### src/rtl/dual_grant_rr_arbiter_if.sv
// rtl/dual_grant_rr_arbiter_if.sv - request/grant bundle between requester bank, arbiter and shared resource
//
// Signals (named from the arbiter's point of view):
//   req_i        WIDTH  request vector, bit k is requester k
//   gnt_ready_i  1      downstream accepts the presented grant
//   gnt_valid_o  1      a grant is being presented
//   gnt0_o       WIDTH  one-hot first grant, zero when idle
//   gnt1_o       WIDTH  one-hot second grant, zero when fewer than two granted
//   gnt_cnt_o    2      number of grants presented (0, 1 or 2)
//   ptr_o        PW     current priority pointer (debug)
// Modports: slave = arbiter side, master = requester/downstream side.
interface dual_grant_rr_arbiter_if #(
    parameter int WIDTH = 12
);
    localparam int PW = $clog2(WIDTH);

    logic [WIDTH-1:0] req_i;
    logic             gnt_ready_i;
    logic             gnt_valid_o;
    logic [WIDTH-1:0] gnt0_o;
    logic [WIDTH-1:0] gnt1_o;
    logic [1:0]       gnt_cnt_o;
    logic [PW-1:0]    ptr_o;

    modport slave (
        input  req_i,
        input  gnt_ready_i,
        output gnt_valid_o,
        output gnt0_o,
        output gnt1_o,
        output gnt_cnt_o,
        output ptr_o
    );

    modport master (
        output req_i,
        output gnt_ready_i,
        input  gnt_valid_o,
        input  gnt0_o,
        input  gnt1_o,
        input  gnt_cnt_o,
        input  ptr_o
    );
endinterface

### src/rtl/dual_grant_rr_arbiter.sv
// rtl/dual_grant_rr_arbiter.sv - round-robin arbiter granting up to two requesters per grant cycle
//
// Ports:
//   clk_i   clock, rising edge
//   rst_ni  synchronous active-low reset
//   bus     dual_grant_rr_arbiter_if.slave: req_i in, valid/ready grant handshake out,
//           gnt0_o/gnt1_o one-hot grants, gnt_cnt_o grant count, ptr_o priority pointer
module dual_grant_rr_arbiter #(
    parameter int WIDTH = 12
) (
    input  logic                     clk_i,
    input  logic                     rst_ni,
    dual_grant_rr_arbiter_if.slave   bus
);
    localparam int PW = $clog2(WIDTH);

    typedef enum logic [0:0] {
        IDLE  = 1'b0,
        GRANT = 1'b1
    } state_t;

    state_t           state_q;
    logic             valid_q;
    logic [WIDTH-1:0] gnt0_q;
    logic [WIDTH-1:0] gnt1_q;
    logic [1:0]       cnt_q;
    logic [PW-1:0]    ptr_q;
    logic [PW-1:0]    last_q;

    // One extra bit so ptr + offset never overflows before the wrap compare.
    logic [PW:0]      idx;
    logic             found0;
    logic             found1;
    logic [PW-1:0]    g0_idx;
    logic [PW-1:0]    g1_idx;
    logic [PW-1:0]    ptr_next;

    // Walk the requesters in priority order starting at ptr_q and keep the
    // first two set bits. Wrap is by compare against WIDTH since WIDTH need
    // not be a power of two.
    always_comb begin
        idx    = '0;
        found0 = 1'b0;
        found1 = 1'b0;
        g0_idx = '0;
        g1_idx = '0;
        for (int i = 0; i < WIDTH; i++) begin
            idx = {1'b0, ptr_q} + (PW+1)'(i);
            if (idx >= (PW+1)'(WIDTH)) begin
                idx = idx - (PW+1)'(WIDTH);
            end
            if (bus.req_i[idx[PW-1:0]]) begin
                if (!found0) begin
                    found0 = 1'b1;
                    g0_idx = idx[PW-1:0];
                end else if (!found1) begin
                    found1 = 1'b1;
                    g1_idx = idx[PW-1:0];
                end
            end
        end
    end

    // Priority moves to just past the last requester actually served.
    assign ptr_next = (last_q == PW'(WIDTH - 1)) ? '0 : last_q + PW'(1);

    always_ff @(posedge clk_i) begin
        if (!rst_ni) begin
            state_q <= IDLE;
            valid_q <= 1'b0;
            gnt0_q  <= '0;
            gnt1_q  <= '0;
            cnt_q   <= 2'd0;
            ptr_q   <= '0;
            last_q  <= '0;
        end else begin
            case (state_q)
                IDLE: begin
                    if (found0) begin
                        valid_q <= 1'b1;
                        gnt0_q  <= WIDTH'(1) << g0_idx;
                        gnt1_q  <= found1 ? (WIDTH'(1) << g1_idx) : '0;
                        cnt_q   <= found1 ? 2'd2 : 2'd1;
                        last_q  <= found1 ? g1_idx : g0_idx;
                        state_q <= GRANT;
                    end
                end
                GRANT: begin
                    // Grant is held untouched until accepted; req_i is ignored here.
                    if (bus.gnt_ready_i) begin
                        valid_q <= 1'b0;
                        gnt0_q  <= '0;
                        gnt1_q  <= '0;
                        cnt_q   <= 2'd0;
                        ptr_q   <= ptr_next;
                        state_q <= IDLE;
                    end
                end
                default: begin
                    state_q <= IDLE;
                end
            endcase
        end
    end

    assign bus.gnt_valid_o = valid_q;
    assign bus.gnt0_o      = gnt0_q;
    assign bus.gnt1_o      = gnt1_q;
    assign bus.gnt_cnt_o   = cnt_q;
    assign bus.ptr_o       = ptr_q;
endmodule

### src/flat_wrapper.sv
// flat-port wrapper written by rule: the top's interface ports become plain ports
module dual_grant_rr_arbiter_flat 
#(
    parameter int WIDTH = 12
)
  (clk_i, rst_ni, bus_req_i, bus_gnt_ready_i, bus_gnt_valid_o, bus_gnt0_o, bus_gnt1_o, bus_gnt_cnt_o, bus_ptr_o);
  dual_grant_rr_arbiter_if #(.WIDTH(WIDTH)) bus_i ();
  input  logic clk_i;
  input  logic rst_ni;
  input wire logic [$bits(bus_i.req_i)-1:0] bus_req_i;
  input wire logic [$bits(bus_i.gnt_ready_i)-1:0] bus_gnt_ready_i;
  output wire logic [$bits(bus_i.gnt_valid_o)-1:0] bus_gnt_valid_o;
  output wire logic [$bits(bus_i.gnt0_o)-1:0] bus_gnt0_o;
  output wire logic [$bits(bus_i.gnt1_o)-1:0] bus_gnt1_o;
  output wire logic [$bits(bus_i.gnt_cnt_o)-1:0] bus_gnt_cnt_o;
  output wire logic [$bits(bus_i.ptr_o)-1:0] bus_ptr_o;
  assign bus_i.req_i = bus_req_i;
  assign bus_i.gnt_ready_i = bus_gnt_ready_i;
  assign bus_gnt_valid_o = bus_i.gnt_valid_o;
  assign bus_gnt0_o = bus_i.gnt0_o;
  assign bus_gnt1_o = bus_i.gnt1_o;
  assign bus_gnt_cnt_o = bus_i.gnt_cnt_o;
  assign bus_ptr_o = bus_i.ptr_o;
  dual_grant_rr_arbiter #(.WIDTH(WIDTH)) u_core (.clk_i(clk_i), .rst_ni(rst_ni), .bus(bus_i));
endmodule
### config.mk
export PLATFORM = sky130hd
export DESIGN_NAME = dual_grant_rr_arbiter_flat
export DESIGN_NICKNAME = d
export VERILOG_FILES = /design/src/rtl/dual_grant_rr_arbiter_if.sv /design/src/rtl/dual_grant_rr_arbiter.sv /design/src/flat_wrapper.sv
export SDC_FILE = /design/constraint.sdc
export NUM_CORES = 1
export LEC_CHECK = 0
export BUFFER_PORTS_ARGS = -buffer_cell sky130_fd_sc_hd__buf_4
export CORE_MARGIN = 3
export CORE_UTILIZATION = 45
export DETAILED_ROUTE_END_ITERATION = 8
export MAX_ROUTING_LAYER = met4
export PLACE_DENSITY = 0.68
export SETUP_SLACK_MARGIN = 0.5
export SKIP_CTS_REPAIR_TIMING = 1
export SYNTH_ARGS = -nofsm -noshare
export SYNTH_HDL_FRONTEND = slang
export SYNTH_SLANG_ARGS = --single-unit
### constraint.sdc
create_clock -name clk_i -period 12.39 [get_ports clk_i]
set_clock_uncertainty 0.05 [all_clocks]
set_input_delay 0.6195 -clock clk_i [delete_from_list [all_inputs] [get_ports clk_i]]
set_output_delay 0.6195 -clock clk_i [all_outputs]
set_load 0.01 [all_outputs]
==> results of run 1 <==
-- sequential cells by signal, indices dropped and copies added (netlist names) --
| name | flops |
|---|---|
| u_core.state_q | 1 |
| u_core.bus.ptr_o | 4 |
| u_core.bus.gnt_valid_o | 1 |
| u_core.bus.gnt0_o | 12 |
| u_core.bus.gnt_cnt_o | 2 |
| u_core.bus.gnt1_o | 12 |
| u_core.last_q | 4 |
-- logic make-up after synthesis --
family	Yosys count
AND/OR/NAND/NOR	243
AO/OA/AOI/OAI	230
buffers and inverters	51
flip-flops	36
multiplexers	29
adder cells (fa/ha/maj)	27
XOR/XNOR	14
-- path summary, 6_finish.rpt --
| path | start | end | depth (start not counted) |
|---|---|---|---|
| max | u_core.bus.ptr_o[1] | u_core.bus.gnt1_o[10] | 18 |
| min reg2reg | u_core.bus.gnt1_o[11] | u_core.bus.gnt1_o[11] | 1 |
| max reg2reg | u_core.bus.ptr_o[1] | u_core.bus.gnt1_o[10] | 18 |
| min | u_core.bus.gnt1_o[11] | u_core.bus.gnt1_o[11] | 1 |
-- routing by layer --
metal	up-vias	global-route usage	share of wire
li1	2535	-	-
met1	2632	0.386	0.45
met2	226	0.432	0.45
met3	35	0.0628	0.074
met4	0	0.0908	0.023
met5	-	-	0
-- cells in the mapped netlist (4+ instances only) --
cell type | instances | area share
o211ai_1 | 14 | 0.022
nand4_1 | 7 | 0.0091
a2111oi_0 | 4 | 0.0073
inv_1 | 16 | 0.012
nor3_1 | 24 | 0.025
a21o_1 | 9 | 0.014
or3_1 | 10 | 0.013
and2_1 | 12 | 0.016
nand2_1 | 59 | 0.046
or2_2 | 5 | 0.0065
a21boi_0 | 9 | 0.014
xnor2_1 | 12 | 0.022
a22o_1 | 15 | 0.027
nor2b_1 | 11 | 0.014
mux2i_1 | 10 | 0.021
o2111ai_1 | 4 | 0.0073
o22ai_1 | 5 | 0.0065
o21a_1 | 8 | 0.012
nor4_1 | 6 | 0.0078
a21oi_1 | 29 | 0.030
dfxtp_1 | 36 | 0.15
a22oi_1 | 4 | 0.0062
a32o_1 | 9 | 0.019
nand3b_1 | 4 | 0.0062
a211oi_1 | 12 | 0.019
nand3_1 | 25 | 0.026
nor4b_1 | 4 | 0.0073
mux2_2 | 5 | 0.012
mux4_2 | 13 | 0.061
clkbuf_1 | 12 | 0.0093
o41ai_1 | 4 | 0.0073
nand2b_1 | 6 | 0.0078
o21ai_1 | 4 | 0.0041
a31oi_1 | 12 | 0.016
ha_1 | 26 | 0.067
o21ai_0 | 45 | 0.047
and3_1 | 8 | 0.010
buf_2 | 10 | 0.010
nor2_1 | 48 | 0.037
a221oi_1 | 4 | 0.0073
-- power breakdown --
group	switching, mW	total [mW]	leakage (nW)	internal, mW
combinational	0.468	0.730	1.66	0.261
clock	0.0427	0.0818	0.0479	0.0391
sequential	0.0205	0.158	0.293	0.137
total	0.532	0.969	2.00	0.438
-- cell usage in the layout, fill, tap and decap left out, types with 11 or more instances in the layout --
cell type and n:
a31oi_1 12, dfxtp_1 36, inv_1 16, nand3_1 25, a21oi_1 29, a22o_1 15, a211oi_1 12, nor2b_1 11
mux4_2 13, buf_4 51, o211ai_1 14, nor3_1 24, nand2_1 59, ha_1 26, and2_1 12, xnor2_1 12
nor2_1 48, o21ai_0 45
-- metrics by stage --
stage,util,instance area (sq um),hold WS (ns)
floorplan,-,4820,0.426
global placement,0.505,5240,0.404
detailed placement,0.505,5240,0.410
CTS,0.514,5330,0.429
global route,0.514,5330,0.456
finish,0.514,5330,0.428
-- layout make-up --
type	instances	area, sq um	area share
Tap cell	136	170	0.0320
Clock inverter	3	18.8	0.00352
Inverter	22	85.1	0.0160
Multi-Input combinational cell	543	3880	0.728
Sequential cell	36	721	0.135
Timing Repair Buffer	51	383	0.0719
Clock buffer	5	68.8	0.0129
==> impl_metrics.ini, run 1 <==
[final_layout]
layout-drive-gt1-share = 0.147
nNetsFinal = 700
syn2layout_area_growth_pct = 10.4
fillCellCount = 1065
n_antenna_cell = 0
stdcell_count = 796

[detailed_routing]
wl_per_cell_um = 21.0
postRouteAntennaNets = 0
drt-initial-drc-count = 441
first_pass_iters = 5
drc = 0
drt_wl_total_um = 16700
vias = 5428
viasPerCell = 6.82

[run_status]
status = finished clean

[logic_synthesis]
synth_top_family_by_area = compound AO/OA/AOI/OAI gates
synthMuxAreaShare = 0.0985
synth_cell_types = 82
synth_edf_count = 0
synth_area_per_cell_sq_um = 7.66
synthAdderAreaFrac = 0.0695
synth-main-ff-cell = dfxtp_1
yosysSeqAreaShare = 0.149
yosys.area_share.simple = 0.260
synth-xor-area-share = 0.0270
synthesis.nets = 671
yosysWarnings = 0
async_reset_ff_frac = 0
synth_compound_area_frac = 0.347
ys_seq_elements = 36
netlist_instances = 630
syn-cell-area_sq_um = 4820

[clock_tree]
cts_tree = yes
cts.clk_slew.worst_paths_ns = 0.08
h-tree-depth = 2
clock_latency_ns = 0.29
cts_root_buf = clkbuf_8
clk_path_buf_depth = 2
cts_made_buffers = 5
cts.sinks = 36

[setup_path]
cpMaxStageDelayCell = xnor2_1
worstSetupStartpointType = register
path_cells = buf_4, inv_1, ha_1, xnor2_1, clkinv_1, ha_1, and2_1, or3_1, nand2b_1, o211ai_1, nand2_1, o211ai_1, mux2i_1, nor3_1, a211oi_1, a21oi_1, nor2b_1, a32o_1
crit_arrival_ns = 7.05
crit_path_end_kind = register
crit_required_ns = 12.57
r2r_slack_ns = 5.51
max_stage_delay_ns = 0.66
cp_top_family = simple AND/OR/NAND/NOR gates
crit_fanout = 19
crit_type = register to register
critical_path_buf_inv_count = 3

[floorplanning]
std_cell_rows = 37
design.die.area_sq_um = 12000
core_area_sq_um = 10400
die_y_um = 110
initial_core_util = 0.465
chipWidth_um = 110
io_pins = 46

[place]
globalplace.congestion = 1.02
dpl.hpwl_um = 13000
place_ws_ns = 5.74
dp.cells = 788
io_buffers = 45

[pwr]
p_leak_nw = 2.00
total_power_mw = 0.969
vdd_ir_drop_max_mv = 0.124
power.density_nw_per_um2 = 182

[sta]
fin_crit_sh = 0.555
postLayoutSetupSlackWorst_ns = 5.51
final.setup.tns_ns = 0
fin_crit_ns = 6.88
fmax_mhz = 145
setup_viol = 0
slew_violations = 0
tightestPinTransition_ns = 1.00
rsz0062_at_grt = no
relSlewSlack = 0.329
hold_viol = 0

[flow_run]
drv_cap = 0

[global_routing]
antenna_found_initial = 0
gr-usage-all-layers = 0.287
grt_pass1_wl_um = 26600
grt_max_degree = 27
grt_pass1_vias = 4983
grt.overflow.total = 0

[min_path]
hp-class = register to register
(Power assumes the default switching activity.)
==> inputs of run 2 (changes only) <==
==> constraint.sdc (replaced) <==
create_clock -name clk_i -period 6.4 [get_ports clk_i]
set_clock_uncertainty 0.05 [all_clocks]
set_input_delay 0.32 -clock clk_i [delete_from_list [all_inputs] [get_ports clk_i]]
set_output_delay 0.32 -clock clk_i [all_outputs]
set_load 0.01 [all_outputs]
==> run 2 against run 1 <==
Utilization up 1.6 points; via count up 2.3%; register-to-register slack worse by 4.6 ns; final cell count up 2.5%; sequential share of layout area down 0.35 points; setup slack got worse by 4.6 ns; routed wire length shrank 2.3%; critical endpoint is now u_core.bus.gnt1_o[9].
==> impl_metrics.ini, run 2 (synthesized netlist as in run 1, its figures left out) <==
[place]
dpl.hpwl_um = 12600
globalplace.congestion = 1.03
io_buffers = 45

[detailed_routing]
drt_wl_total_um = 16300
drc = 0
first_pass_iters = 6
viasPerCell = 6.80
vias = 5551
drt-initial-drc-count = 635
postRouteAntennaNets = 0
wl_per_cell_um = 20.0

[flow_run]
drv_cap = 0

[floorplanning]
std_cell_rows = 37
die_y_um = 110
core_area_sq_um = 10400
initial_core_util = 0.465
chipWidth_um = 110
design.die.area_sq_um = 12000
io_pins = 46

[final_layout]
n_antenna_cell = 0
nNetsFinal = 720
layout-drive-gt1-share = 0.178
finish.utilization = 0.530
layout_common_cells = buf_4, nand2_1, nor2_1
syn2layout_area_growth_pct = 13.9
final_common_cell = buf_4

[clock_tree]
cts.clk_slew.worst_paths_ns = 0.07
cts.sinks = 36
h-tree-depth = 2
clock_latency_ns = 0.28
cts_made_buffers = 5
clk_path_buf_depth = 2
cts_root_buf = clkbuf_8
cts_tree = yes

[global_routing]
grt_pass1_vias = 4845
antenna_found_initial = 0
grt.overflow.total = 0
grt_max_degree = 26
gr-usage-all-layers = 0.277
grt_pass1_wl_um = 25800

[min_path]
hp-class = input port to register

[setup_path]
cpMaxStageDelayCell = or4_4
max_stage_delay_ns = 0.59
path_cells = buf_4, ha_1, xnor2_1, inv_1, ha_1, a22o_1, a211oi_1, a2111oi_2, buf_4, or4_4, or3_1, xnor2_1, a222oi_1, o2111ai_1, a221oi_1, buf_4, and3_1, a32o_1
worstSetupStartpointType = register
cp_common_cell = buf_4
crit_fanout = 17
crit_required_ns = 6.58
crit_path_end_kind = register
cp_top_family = compound AO/OA/AOI/OAI gates
critical_path_buf_inv_count = 4
crit_arrival_ns = 5.62
crit_type = register to register

[sta]
hold_viol = 0
fmax_mhz = 184
slew_violations = 0
fin_crit_ns = 5.44
relSlewSlack = 0.350
final.setup.tns_ns = 0
setup_viol = 0
tightestPinTransition_ns = 0.951
fin_crit_sh = 0.851
rsz0062_at_grt = no

[run_status]
status = finished clean

[pwr]
p_leak_nw = 2.11
power.density_nw_per_um2 = 352
vdd_ir_drop_max_mv = 0.242
==> run 2: final cells by class <==
class	instances	area, sq um
repair buffers	71	533
clock inverters	3	18.8
inverters	22	85.1
fillers	1022	4870
clock buffers	5	68.8
flip-flops and latches	36	724
multi-input cells	543	3890
well taps	136	170
==> run 2: worst paths after layout <==
check	slack (ns)	endpoint	startpoint	cells past startpoint
setup / recovery	0.96	u_core.bus.gnt1_o[9]	u_core.bus.ptr_o[1]	18
hold / removal	0.35	u_core.bus.gnt_valid_o	rst_ni	2
setup reg to reg	0.96	u_core.bus.gnt1_o[9]	u_core.bus.ptr_o[1]	18
hold reg to reg	0.41	u_core.bus.gnt0_o[10]	u_core.bus.gnt0_o[10]	2
==> run 2: metrics by stage <==
stage          instance area [sq um]  total power, mW  cells  hold WS (ns)  worst slack [ns]
2_1_floorplan                   4820             1.30    630         0.426             0.897
3_3_place_gp                    5390             1.71    808         0.407             0.858
3_5_place_dp                    5390             1.73    808         0.409             0.661
4_1_cts                         5480             1.89    816         0.340             0.603
5_1_grt                         5500             2.07    816         0.353             0.572
6_report                        5500             1.93    816         0.345             0.956
==> run 2: power breakdown <==
| group | switching (mW) | internal, mW | leakage [nW] |
|---|---|---|---|
| combinational | 0.921 | 0.562 | 1.77 |
| clock | 0.0774 | 0.0757 | 0.0479 |
| sequential | 0.0322 | 0.266 | 0.294 |
==> run 2: per-layer routing <==
layer	vias to the layer above	GRT usage	part of all wire
li1	2573	-	-
met1	2659	0.387	0.43
met2	290	0.429	0.46
met3	29	0.0411	0.095
met4	0	0.0516	0.016
met5	-	-	0
==> inputs of run 3 (changes only) <==
--- a/config.mk
+++ b/config.mk
@@ -7,12 +7,13 @@
 export LEC_CHECK = 0
 export BUFFER_PORTS_ARGS = -buffer_cell sky130_fd_sc_hd__buf_4
 export CORE_MARGIN = 3
-export CORE_UTILIZATION = 45
+export CORE_UTILIZATION = 50
 export DETAILED_ROUTE_END_ITERATION = 8
 export MAX_ROUTING_LAYER = met4
-export PLACE_DENSITY = 0.68
+export PLACE_DENSITY = 0.74
 export SETUP_SLACK_MARGIN = 0.5
 export SKIP_CTS_REPAIR_TIMING = 1
+export SLEW_MARGIN = 25
 export SYNTH_ARGS = -nofsm -noshare
 export SYNTH_HDL_FRONTEND = slang
 export SYNTH_SLANG_ARGS = --single-unit
==> constraint.sdc (replaced) <==
create_clock -name clk_i -period 6.4 [get_ports clk_i]
set_clock_uncertainty 0.05 [all_clocks]
set_input_delay 0.32 -clock clk_i [delete_from_list [all_inputs] [get_ports clk_i]]
set_output_delay 0.32 -clock clk_i [all_outputs]
set_load 0.02 [all_outputs]
==> run 3 against run 2 <==
Sequential share of layout area about the same; final area decreased by 0.18%; utilization increased by 5.8 points; clock power increased by 8%; setup slack got worse by 0.11 ns; combinational power increased by 3%; first-iteration DRC count decreased by 9.4%; via count about the same; sequential power about the same.
==> impl_metrics.ini, run 3 (synthesized netlist as in run 1, its figures left out) <==
[run_status]
status = finished clean

[flow_run]
drv_cap = 0

[floorplanning]
io_pins = 46
std_cell_rows = 35
core_area_sq_um = 9330
chipWidth_um = 104
initial_core_util = 0.517
die_y_um = 104
design.die.area_sq_um = 10900

[detailed_routing]
drt_wl_total_um = 16700
first_pass_iters = 5
drc = 0
drt-initial-drc-count = 575
postRouteAntennaNets = 0
wl_per_cell_um = 20.7
viasPerCell = 6.87
vias = 5549

[setup_path]
crit_fanout = 18
crit_type = register to register
crit_required_ns = 6.58
worstSetupStartpointType = register
crit_path_end_kind = register
crit_arrival_ns = 5.74
r2r_slack_ns = 0.84

[clock_tree]
clock_latency_ns = 0.29
cts.sinks = 36
cts_root_buf = clkbuf_8
cts_made_buffers = 5
clk_path_buf_depth = 2
h-tree-depth = 2
cts_tree = yes
cts.clk_slew.worst_paths_ns = 0.08

[pwr]
p_leak_nw = 2.09
vdd_ir_drop_max_mv = 0.190
power.density_nw_per_um2 = 361

[sta]
relSlewSlack = 0.471
fmax_mhz = 180
hold_viol = 0
final.setup.tns_ns = 0
rsz0062_at_grt = no
postLayoutSetupSlackWorst_ns = 0.842
slew_violations = 0
fin_crit_ns = 5.56
setup_viol = 0
fin_crit_sh = 0.868
tightestPinTransition_ns = 0.791

[place]
dpl.hpwl_um = 13000
globalplace.congestion = 1.02
placed_cell_area_sq_um = 5370
io_buffers = 45
place_ws_ns = 0.619

[final_layout]
n_antenna_cell = 0
syn2layout_area_growth_pct = 13.7
final_common_cell = buf_4
fin_area_sq_um = 5490
finish.utilization = 0.588
nNetsFinal = 719
layout-drive-gt1-share = 0.174
fillCellCount = 886
layout_common_cells = buf_4, nand2_1, nor2_1

[global_routing]
grt_max_degree = 26
grt_pass1_wl_um = 27300
grt_pass1_vias = 5412
grt.overflow.total = 0
antenna_found_initial = 0
gr-usage-all-layers = 0.312

[min_path]
hp-class = input port to register
## run 3: metal layers
metal | GRT usage | wire length, um | up-vias
met3 | 0.0602 | 1590 | 61
li1 | - | - | 2572
met2 | 0.495 | 7560 | 287
met4 | 0.135 | 737 | 0
met1 | 0.388 | 6860 | 2629
met5 | - | 0 | -
## run 3: metrics by stage
stage	power (mW)	hold WS [ns]	std cells
final	1.98	0.339	808
after global routing	2.12	0.348	808
after CTS	1.94	0.329	808
after detailed placement	1.77	0.413	800
after global placement	1.75	0.406	800
after floorplan	1.32	0.426	630
## run 3: final timing paths
kind / cells after the start / startpoint / endpoint
worst max-delay path: 17 / u_core.bus.ptr_o[2] / u_core.bus.gnt1_o[9]
worst min-delay path: 2 / rst_ni / u_core.bus.gnt_valid_o
worst max register to register: 17 / u_core.bus.ptr_o[2] / u_core.bus.gnt1_o[9]
worst min register to register: 1 / u_core.bus.gnt1_o[10] / u_core.bus.gnt1_o[10]
## run 3: where the power goes
group | switching, mW | leakage (nW) | internal, mW
Combinational | 0.956 | 1.75 | 0.561
Sequential | 0.0328 | 0.294 | 0.266
Clock | 0.0891 | 0.0404 | 0.0771
Total | 1.08 | 2.09 | 0.904
## run 3: worst max-delay path, cell delays in order, from the launching register on
cell and delay [ns]:
dfxtp_4 0.43, ha_1 0.32, xnor2_1 0.50, inv_1 0.22, ha_1 0.26, a22o_1 0.25
a211oi_1 0.30, a2111oi_2 0.14, buf_4 0.21, or4_4 0.58, or3_1 0.55, xnor2_1 0.19
a222oi_1 0.39, o2111ai_1 0.20, a221oi_1 0.27, buf_4 0.20, and3_1 0.24, a32o_1 0.18
## run 3: area by class of cell
type / count / area (sq um) / area share
clock inverters: 3 / 23.8 / 0.00433
repair buffers: 70 / 526 / 0.0958
flip-flops and latches: 36 / 724 / 0.132
multi-input cells: 543 / 3900 / 0.710
clock buffers: 5 / 68.8 / 0.0125
well taps: 129 / 161 / 0.0294
inverters: 22 / 85.1 / 0.0155
